$ cat src/rtl/serial_addsub_pkg.sv
// Shared definitions for the bit-serial adder/subtractor: FSM state encoding
// and the bit-counter width helper.
package serial_addsub_pkg;

   typedef enum logic [1:0] {
      ST_IDLE = 2'd0,
      ST_RUN  = 2'd1,
      ST_DONE = 2'd2
   } state_t;

   // Number of bits needed to hold values 0..value-1.
   function automatic int clog2(input int value);
      int result;
      int remaining;
      result    = 0;
      remaining = value - 1;
      while (remaining > 0) begin
         result    = result + 1;
         remaining = remaining >> 1;
      end
      return result;
   endfunction

endpackage

$ cat src/rtl/full_adder_cell.sv
// One-bit full adder; the only arithmetic element of the serial datapath.
module full_adder_cell (
   input  logic a,
   input  logic b,
   input  logic ci,
   output logic s,
   output logic co
);

   assign s  = a ^ b ^ ci;
   assign co = (a & b) | (ci & (a ^ b));

endmodule

$ cat src/rtl/serial_addsub_fsm.sv
// Bit-serial WIDTH-bit adder, LSB first, with start/busy/done handshake.
// Define SERIAL_ADDSUB_SUB_EN to add the sub port (a - b - cin, cout = borrow).
module serial_addsub_fsm
   import serial_addsub_pkg::*;
#(
   parameter int WIDTH = 8
) (
   input  logic             clk,
   input  logic             rst,
   input  logic             start,
   input  logic [WIDTH-1:0] a,
   input  logic [WIDTH-1:0] b,
   input  logic             cin,
`ifdef SERIAL_ADDSUB_SUB_EN
   input  logic             sub,
`endif
   output logic             busy,
   output logic             done,
   output logic [WIDTH-1:0] sum,
   output logic             cout
);

   localparam int CNT_W = clog2(WIDTH + 1);

   state_t             state_reg, state_next;
   logic [WIDTH-1:0]   a_sh_reg, a_sh_next;
   logic [WIDTH-1:0]   b_sh_reg, b_sh_next;
   logic [WIDTH-1:0]   sum_reg, sum_next;
   logic [CNT_W-1:0]   cnt_reg, cnt_next;
   logic               carry_reg, carry_next;
   logic               cout_reg, cout_next;
   logic               sub_reg, sub_next;
   logic               sub_in;
   logic               fa_s, fa_co;

`ifdef SERIAL_ADDSUB_SUB_EN
   assign sub_in = sub;
`else
   assign sub_in = 1'b0;
`endif

   full_adder_cell u_fa (
      .a  (a_sh_reg[0]),
      .b  (b_sh_reg[0]),
      .ci (carry_reg),
      .s  (fa_s),
      .co (fa_co)
   );

   always_ff @(posedge clk or posedge rst) begin
      if (rst) begin
         state_reg <= ST_IDLE;
         a_sh_reg  <= '0;
         b_sh_reg  <= '0;
         sum_reg   <= '0;
         cnt_reg   <= '0;
         carry_reg <= 1'b0;
         cout_reg  <= 1'b0;
         sub_reg   <= 1'b0;
      end else begin
         state_reg <= state_next;
         a_sh_reg  <= a_sh_next;
         b_sh_reg  <= b_sh_next;
         sum_reg   <= sum_next;
         cnt_reg   <= cnt_next;
         carry_reg <= carry_next;
         cout_reg  <= cout_next;
         sub_reg   <= sub_next;
      end
   end

   always_comb begin
      state_next = state_reg;
      a_sh_next  = a_sh_reg;
      b_sh_next  = b_sh_reg;
      sum_next   = sum_reg;
      cnt_next   = cnt_reg;
      carry_next = carry_reg;
      cout_next  = cout_reg;
      sub_next   = sub_reg;
      busy       = (state_reg != ST_IDLE);
      done       = 1'b0;

      case (state_reg)
         ST_IDLE: begin
            if (start) begin
               // Subtraction is a + ~b + ~cin, so invert b and the initial carry.
               a_sh_next  = a;
               b_sh_next  = b ^ {WIDTH{sub_in}};
               carry_next = cin ^ sub_in;
               sub_next   = sub_in;
               cnt_next   = '0;
               sum_next   = '0;
               cout_next  = 1'b0;
               state_next = ST_RUN;
            end
         end
         ST_RUN: begin
            sum_next   = {fa_s, sum_reg[WIDTH-1:1]};
            a_sh_next  = a_sh_reg >> 1;
            b_sh_next  = b_sh_reg >> 1;
            carry_next = fa_co;
            cnt_next   = cnt_reg + CNT_W'(1);
            if (cnt_reg == CNT_W'(WIDTH - 1)) begin
               cout_next  = fa_co ^ sub_reg;
               state_next = ST_DONE;
            end
         end
         ST_DONE: begin
            done       = 1'b1;
            state_next = ST_IDLE;
         end
         default: begin
            state_next = ST_IDLE;
         end
      endcase
   end

   assign sum  = sum_reg;
   assign cout = cout_reg;

endmodule

$ cat config.mk
export PLATFORM = sky130hd
export DESIGN_NAME = serial_addsub_fsm
export DESIGN_NICKNAME = d
export VERILOG_FILES = /design/src/rtl/serial_addsub_pkg.sv /design/src/rtl/full_adder_cell.sv /design/src/rtl/serial_addsub_fsm.sv
export SDC_FILE = /design/constraint.sdc
export NUM_CORES = 1
export LEC_CHECK = 0
export CAP_MARGIN = 20
export CORE_AREA = 4 4 75 77
export DETAILED_ROUTE_END_ITERATION = 8
export DIE_AREA = 0 0 79 81
export PLACE_DENSITY_LB_ADDON = 0.2
export SYNTH_ARGS = -nofsm -noshare
export SYNTH_HDL_FRONTEND = slang
export SYNTH_SLANG_ARGS = --single-unit
$ cat constraint.sdc
create_clock -name clk -period 1.5 [get_ports clk]
set_input_delay 0.3 -clock clk [delete_from_list [all_inputs] [get_ports clk]]
set_output_delay 0.3 -clock clk [all_outputs]
set_load 0.1 [all_outputs]
# After elaboration in Yosys (flattened, before gate mapping)

Index checks and enable logic that the tools add are counted.

$add $sub $neg: 1
Equal/unequal tests: 5
Multiplexer cells: 17
Bitwise gates (word level): 5
Reductions and logical operators: 6

Operator list:

| operator                                                               | number |
|---|---|
| 8-bit one-hot mux with 2 select lines                                  | 3 |
| 8-bit 2-to-1 mux                                                       | 3 |
| 4-bit one-hot mux with 2 select lines                                  | 1 |
| 4-bit by 1-bit adder with 4-bit output (second input constant)         | 1 |
| 4-bit by 3-bit equality test with 1-bit output (second input constant) | 1 |
| 1-bit 2-to-1 mux                                                       | 4 |
| 2-bit 2-to-1 mux                                                       | 2 |
| 4-bit 2-to-1 mux                                                       | 1 |
| 2-bit != test (second input constant)                                  | 2 |
| 1-bit one-hot mux with 2 select lines                                  | 2 |
| 2-bit one-hot mux with 2 select lines                                  | 1 |
| 2-bit AND reduction                                                    | 2 |
| 2-bit nonzero test                                                     | 2 |
| 3-bit AND reduction                                                    | 1 |
| 1-bit AND                                                              | 2 |
| 2-bit by 1-bit equality test with 1-bit output (second input constant) | 1 |
| 2-bit equality test (second input constant)                            | 1 |
| 2-bit zero test                                                        | 1 |
| 1-bit XOR                                                              | 2 |
| 1-bit OR                                                               | 1 |

Register bits: 32
Output and inout port bits: 11

# Depth between registers and ports, before layout

Gate-level depths: netlist of the first run.

Word-level depth: 5
Mapped depth: 6
Depth with buffers taken out: 4

# Modules after synthesis

A second synthesis of the first run with hierarchy kept.

Cell total of the unflattened synthesis: 128
Area, all modules: 1462.7 um^2

Modules (own cells, without submodules):

| module            | times used | cells an instance | area an instance (um^2) | seq. area each (um^2) |
|---|---|---|---|---|
| serial_addsub_fsm | 1          | 127               | 1442.6                  | 800.8 |
| full_adder_cell   | 1          | 1                 | 20.0                    | 0.0 |

# Worst setup path before layout of the first run

Ideal clock, no wire load.

Path kind: flip-flop to output port
From: register state_reg[0]
To: output done
Data arrival time: 1915 ps
Slack: -715 ps
Cell stages (with the launch flop): 3
Cells stage by stage: dfrtp_1 > clkbuf_1 > nor2b_1

Word-level cells in the longest chain between the ends: 2

Ends and longest elaborated chain:

| what                     | RTL line                | RTL |
|---|---|---|
| start: declaration       | serial_addsub_fsm.sv:25 | `state_t state_reg, state_next;` |
| start signal: assignment | serial_addsub_fsm.sv:61 | `state_reg <= state_next;` |
| 2-bit equality test      | serial_addsub_fsm.sv:84 | `case (state_reg)` |
| 1-bit 2-to-1 mux         | serial_addsub_fsm.sv:84 |  |
| end: declaration         | serial_addsub_fsm.sv:18 | `output logic done,` |

Every way passes these cells.

# Worst setup path after layout of the first run

Same ends and word-level chain as after synthesis.

==> results.py, run 1 <==
metrics = {
    "logic_synthesis": {
        "synthTopCellsByCount": "32 x dfrtp_1, 22 x nand2_1, 17 x o21ai_0",
        "syn_inst": 133,
        "synthFlopType": "dfrtp_1",
        "yosys_register_bits": 32,
        "seq_area_frac_synth_pct": 55.56,
        "ys_types": 27,
        "synthTopCellsByArea": "dfrtp_1 56%, mux2i_1 10%, o21ai_0 5.9%, nand2_1 5.7%, a22o_1 5.5%",
        "syn-cell-area_um2": 1441,
        "ys_warn_count": 0,
        "synth_edf_count": 0,
        "syn_nets": 155,
        "yosys.area.top_type_share_pct": 55.56,
        "yosysTopAreaCell": "dfrtp_1",
        "synth.most_common_cell": "dfrtp_1",
        "synth.avg_cell_area_um2": 10.84,
        "async_reset_ff_share_pct": 100.0,
    },
    "floorplanning": {
        "initial_core_util_pct": 28.77,
        "fp-row-count": 26,
        "design.core.area_um2": 5010,
        "die_w_um": 79,
        "dieArea_um2": 6399,
        "die_y_um": 81,
        "ios": 31,
    },
    "pwr": {
        "ir_drop_uv": 802.5,
        "cellLeakagePower_nw": 0.9592,
        "power_w": 0.004787,
        "powerDensity_nw_per_um2": 2227,
    },
    "clock_network": {
        "htree_levels": 2,
        "root_buffer": "clkbuf_8",
        "clkTransAtPathRegs_ns": 0.07,
        "cts_buffers": 5,
        "cts_hold_buf": 0,
        "clk_latency_ns": 0.28,
        "clock_path_buffers": 2,
        "cts_tree": "done",
        "clock_sinks": 32,
    },
    "sta": {
        "rsz0062_at_grt": "true",
        "timing.final.crit_share_pct": 96.61,
        "worst_pin_slew_ns": 0.3293,
        "finalSetupViolCount": 0,
        "maxSlewViolCount": 0,
        "fin_crit_ns": 1.449,
        "maxSlewHeadroom_pct": 77.77,
        "hold_viol": 0,
        "fmaxAchievable_ghz": 0.6900,
        "clock_skew_ns": 0.006907,
        "finalSetupTns_ns": 0,
    },
    "setup_path": {
        "path_buf_inv": 2,
        "cp_cell_sequence": "buf_6 > nor2b_4 > buf_12",
        "arrival_ns": 1.15,
        "critPathLaunchType": "flip-flop",
        "cp_max_fo": 5,
        "slowest_delay_ns": 0.43,
        "cpMaxStageDelayCell": "dfrtp_2",
        "critPathTopFamily": "flip-flops",
        "crit_type": "flip-flop to primary output",
        "crit_required_ns": 1.20,
        "cp-end-kind": "primary output",
    },
    "drt": {
        "postRouteAntennaNets": 0,
        "dr_total_vias": 1121,
        "drc_errors": 0,
        "drt_iter0_markers": 61,
        "firstDrtPassIters": 4,
        "wl_per_cell_um": 13.26,
        "drt-vias-per-instance": 4.557,
        "wl_um": 3262,
    },
    "placement": {
        "dp_hpwl_um": 2301,
        "io_buffers": 30,
        "place_congestion": 0.7612,
    },
    "grt": {
        "grt_pass1_wl_um": 5623,
        "overflow": 0,
        "grt_max_degree": 33,
        "grt.total_usage_pct": 11.18,
        "antenna_found_initial": 0,
        "grt_pass1_vias": 1137,
    },
    "job": {
        "maxCapViolations": 0,
    },
    "final_layout": {
        "syn_to_final_growth_pct": 49.13,
        "diodes": 0,
        "nets": 198,
        "final_layout_size_suffix_gt1_share_pct": 23.86,
    },
    "worst_hold_path": {
        "min_path_type": "primary input to asynchronous set/reset pin",
    },
    "status": {
        "status": "complete, no violations",
    },
}
## worst paths after layout
kind	from	end	slack, ns	cells past startpoint
min in group clk	a_sh_reg[1]$_DFFE_PP0P_	a_sh_reg[1]$_DFFE_PP0P_	0.49	2
hold reg to reg	a_sh_reg[1]$_DFFE_PP0P_	a_sh_reg[1]$_DFFE_PP0P_	0.49	2
setup reg to reg	state_reg[0]$_DFFE_PP0P_	a_sh_reg[1]$_DFFE_PP0P_	0.08	6
setup / recovery	state_reg[0]$_DFFE_PP0P_	done	0.05	3
hold / removal	rst	a_sh_reg[4]$_DFFE_PP0P_	0.37	3
max in group asynchronous	rst	state_reg[1]$_DFFE_PP0P_	0.94	3
## worst min-delay path, stage by stage
cell,delay (ns)
clkdlybuf4s50_1,0.40
inv_1,0.10
buf_12,0.21
## cell usage in the layout (no fill, tap or decap), drive strengths merged, types with 2 or more instances in the layout
master	synthesis	final
a21oi	2	2
a22o	9	9
buf	7	26
clkbuf	2	6
clkdlybuf4s50	0	19
dfrtp	32	32
inv	6	6
mux2i	15	15
nand2	22	22
nand2b	2	2
nand3	2	2
nor2	3	3
nor2b	2	2
o21ai	18	18
## metrics by stage
step                setup slack [ns]  cells  util (%)  instance area, µm²  hold slack (ns)
floorplan                    0.02805    133         -                1449           0.4162
finish                       0.05078    246     42.91                2150           0.3713
global route                -0.01089    246     42.91                2150           0.3889
global placement             0.02691    234     40.04                2006           0.4631
CTS                          0.01130    246     42.43                2126           0.3738
detailed placement          -0.01713    234     40.04                2006           0.4750
## cells by family after synthesis
group	Yosys count	share of synthesized area, %
buf+inv	15	5.556
simple gates	34	10.42
compound gates	35	15.80
fa+ha+maj	2	2.257
mux	15	10.42
flops	32	55.56
## where the power goes
part	switching, W	internal [W]	total (W)
registers	0.000334	0.00123	0.00156
logic	0.00147	0.00113	0.00260
clock network	0.000307	0.000315	0.000622
total	0.00211	0.00268	0.00479
## layout make-up
type	instances	area [µm²]
sequential	32	803.3
tap	70	87.58
inverter	6	22.52
fill	504	2860
clock inverter	1	5.005
timing repair buffer	45	564.3
clock buffer	6	72.57
multi-input combinational	86	594.3
## per-layer routing
layer	share of wire (%)	up-vias	track usage [%]
met3	6.3	5	2.882
met5	0	-	0
li1	-	543	-
met2	47	34	17.59
met1	46	539	14.80
met4	1.1	0	4.296
## what timing repair did
| item | 4_1_cts | 5_1_grt |
|---|---|---|
| buffers inserted | 5 | 0 |
| pin swaps | 0 | 0 |
| setup endpoints to repair | 2 | 15 |
| gates resized for setup | 3 | 7 |
Power figures use the tool's default switching activity.
==> run 2: changes to the inputs <==
- CORE_AREA: 4 4 75 77 -> 2 2 73 75
- CTS_CLUSTER_DIAMETER: default -> 200
- DIE_AREA: 0 0 79 81 -> 0 0 75 77
- PLACE_DENSITY_LB_ADDON: 0.2 -> default
==> results.py, run 2 (synthesis gave the netlist of run 1 again) <==
metrics = {
    "setup_path": {
        "critPathLaunchType": "flip-flop",
        "cp_max_fo": 6,
        "crit_required_ns": 1.20,
        "path_buf_inv": 2,
        "cp-end-kind": "primary output",
        "cpMaxStageDelayCell": "dfrtp_2",
        "cp_cell_sequence": "buf_6 > nor2b_4 > buf_12",
        "slowest_delay_ns": 0.46,
        "r2r_slack_ns": 0.11,
        "critPathTopFamily": "flip-flops",
        "crit_type": "flip-flop to primary output",
        "arrival_ns": 1.17,
    },
    "drt": {
        "wl_per_cell_um": 12.72,
        "dr_total_vias": 1100,
        "wl_um": 3103,
        "drt-vias-per-instance": 4.508,
        "drc_errors": 0,
        "drt_iter0_markers": 59,
        "firstDrtPassIters": 4,
        "postRouteAntennaNets": 0,
    },
    "job": {
        "maxCapViolations": 0,
    },
    "grt": {
        "antenna_found_initial": 0,
        "grt_pass1_wl_um": 5388,
        "grt.total_usage_pct": 12.12,
        "grt_pass1_vias": 1174,
        "grt_max_degree": 33,
        "overflow": 0,
    },
    "sta": {
        "hold_viol": 0,
        "rsz0062_at_grt": "true",
        "timing.final.crit_share_pct": 98.30,
        "maxSlewViolCount": 0,
        "finalSetupTns_ns": 0,
        "maxSlewHeadroom_pct": 79.71,
        "worst_pin_slew_ns": 0.3006,
        "clock_skew_ns": 0.003956,
        "whs_ns": 0.3672,
        "finalSetupViolCount": 0,
        "fin_crit_ns": 1.475,
        "fmaxAchievable_ghz": 0.6782,
    },
    "pwr": {
        "cellLeakagePower_nw": 0.9607,
        "power_w": 0.004802,
        "ir_drop_uv": 998.7,
        "powerDensity_nw_per_um2": 2236,
    },
    "placement": {
        "io_buffers": 30,
        "dp_hpwl_um": 2194,
        "place_congestion": 0.7478,
        "dpl.cell_count": 232,
        "dpl-instance-area_um2": 1991,
    },
    "final_layout": {
        "diodes": 0,
        "nets": 196,
        "final_common_cell": "dfrtp_1",
        "fillers": 463,
        "final_cell_mix": "30 x dfrtp_1, 22 x nand2_1, 19 x clkdlybuf4s50_1",
        "finalNonFillerCells": 244,
        "seq_area_um2": 803.3,
        "final_layout_size_suffix_gt1_share_pct": 21.26,
        "multi_input_area_um2": 584.3,
        "syn_to_final_growth_pct": 48.96,
        "finish.instance_area_um2": 2147,
    },
    "clock_network": {
        "root_buffer": "clkbuf_8",
        "clock_path_buffers": 2,
        "cts_tree": "done",
        "htree_levels": 2,
        "cts_buffers": 5,
        "clock_sinks": 32,
        "clkTransAtPathRegs_ns": 0.06,
        "clk_latency_ns": 0.28,
    },
    "floorplanning": {
        "ios": 31,
        "fp-row-count": 26,
        "dieArea_um2": 5775,
        "die_y_um": 77,
        "initial_core_util_pct": 28.96,
        "design.core.area_um2": 4977,
        "die_w_um": 75,
    },
    "worst_hold_path": {
        "min_path_type": "primary input to asynchronous set/reset pin",
    },
    "status": {
        "status": "complete, no violations",
    },
}
## run 2: cell count changes in the layout (fill, tap and decap cells not counted), moves of 2 or more
cell / before / now
mux2i_2: 2 / 0
buf_4: 11 / 8
mux2i_1: 13 / 15
clkbuf_8: 5 / 7
## run 2: stage by stage
step	utilization [%]	worst slack (ns)
final	43.14	0.02544
after floorplan	-	0.02805
after detailed placement	40.00	0.02703
after global routing	43.14	-0.02433
after CTS	42.94	0.008452
after global placement	40.00	0.07092
## run 2: layer usage
metal  vias up  routed length (µm)  track usage [%]
li1        541                   -                -
met1       520                1423            15.56
met2        35                1453            18.86
met3         4                 200            3.417
met4         0                  25            5.000
met5         -                   0                0
## run 2: area by class of cell
class	count	area share, %
Inverter	6	1.049
Clock buffer	7	4.487
Multi-Input combinational cell	86	27.21
Sequential cell	32	37.41
Tap cell	70	4.079
Timing Repair Buffer	43	25.76
## run 2: final timing paths
path	from	to	cells past startpoint
min in group clk	cnt_reg[3]$_DFFE_PP0P_	cnt_reg[3]$_DFFE_PP0P_	1
max in group asynchronous	rst	state_reg[0]$_DFFE_PP0P_	3
worst max register to register	state_reg[1]$_DFFE_PP0P_	a_sh_reg[0]$_DFFE_PP0P_	5
worst min register to register	cnt_reg[3]$_DFFE_PP0P_	cnt_reg[3]$_DFFE_PP0P_	1
worst min-delay path	rst	a_sh_reg[4]$_DFFE_PP0P_	3
worst max-delay path	state_reg[0]$_DFFE_PP0P_	done	3
## run 2: worst reg2reg max path, stage by stage (launching register included)
cell and delay, ns:
dfrtp_2 0.42, buf_4 0.16, nor2b_2 0.18, buf_6 0.21
mux2i_1 0.22, o21ai_1 0.09
## run 2: timing repair
action / 4_1_cts / 5_1_grt
hold buffers: 0 / 0
hold endpoints to repair: 0 / 0
gates cloned: 0 / 0
gates resized for setup: 5 / 2
setup endpoints to repair: 2 / 8
buffers inserted: 5 / 0
## run 2: where the power goes
group | switching, W | internal, W | leakage [nW]
sequential | 0.000319 | 0.00123 | 0.404
clock | 0.000294 | 0.000408 | 0.0503
combinational | 0.00145 | 0.00110 | 0.506
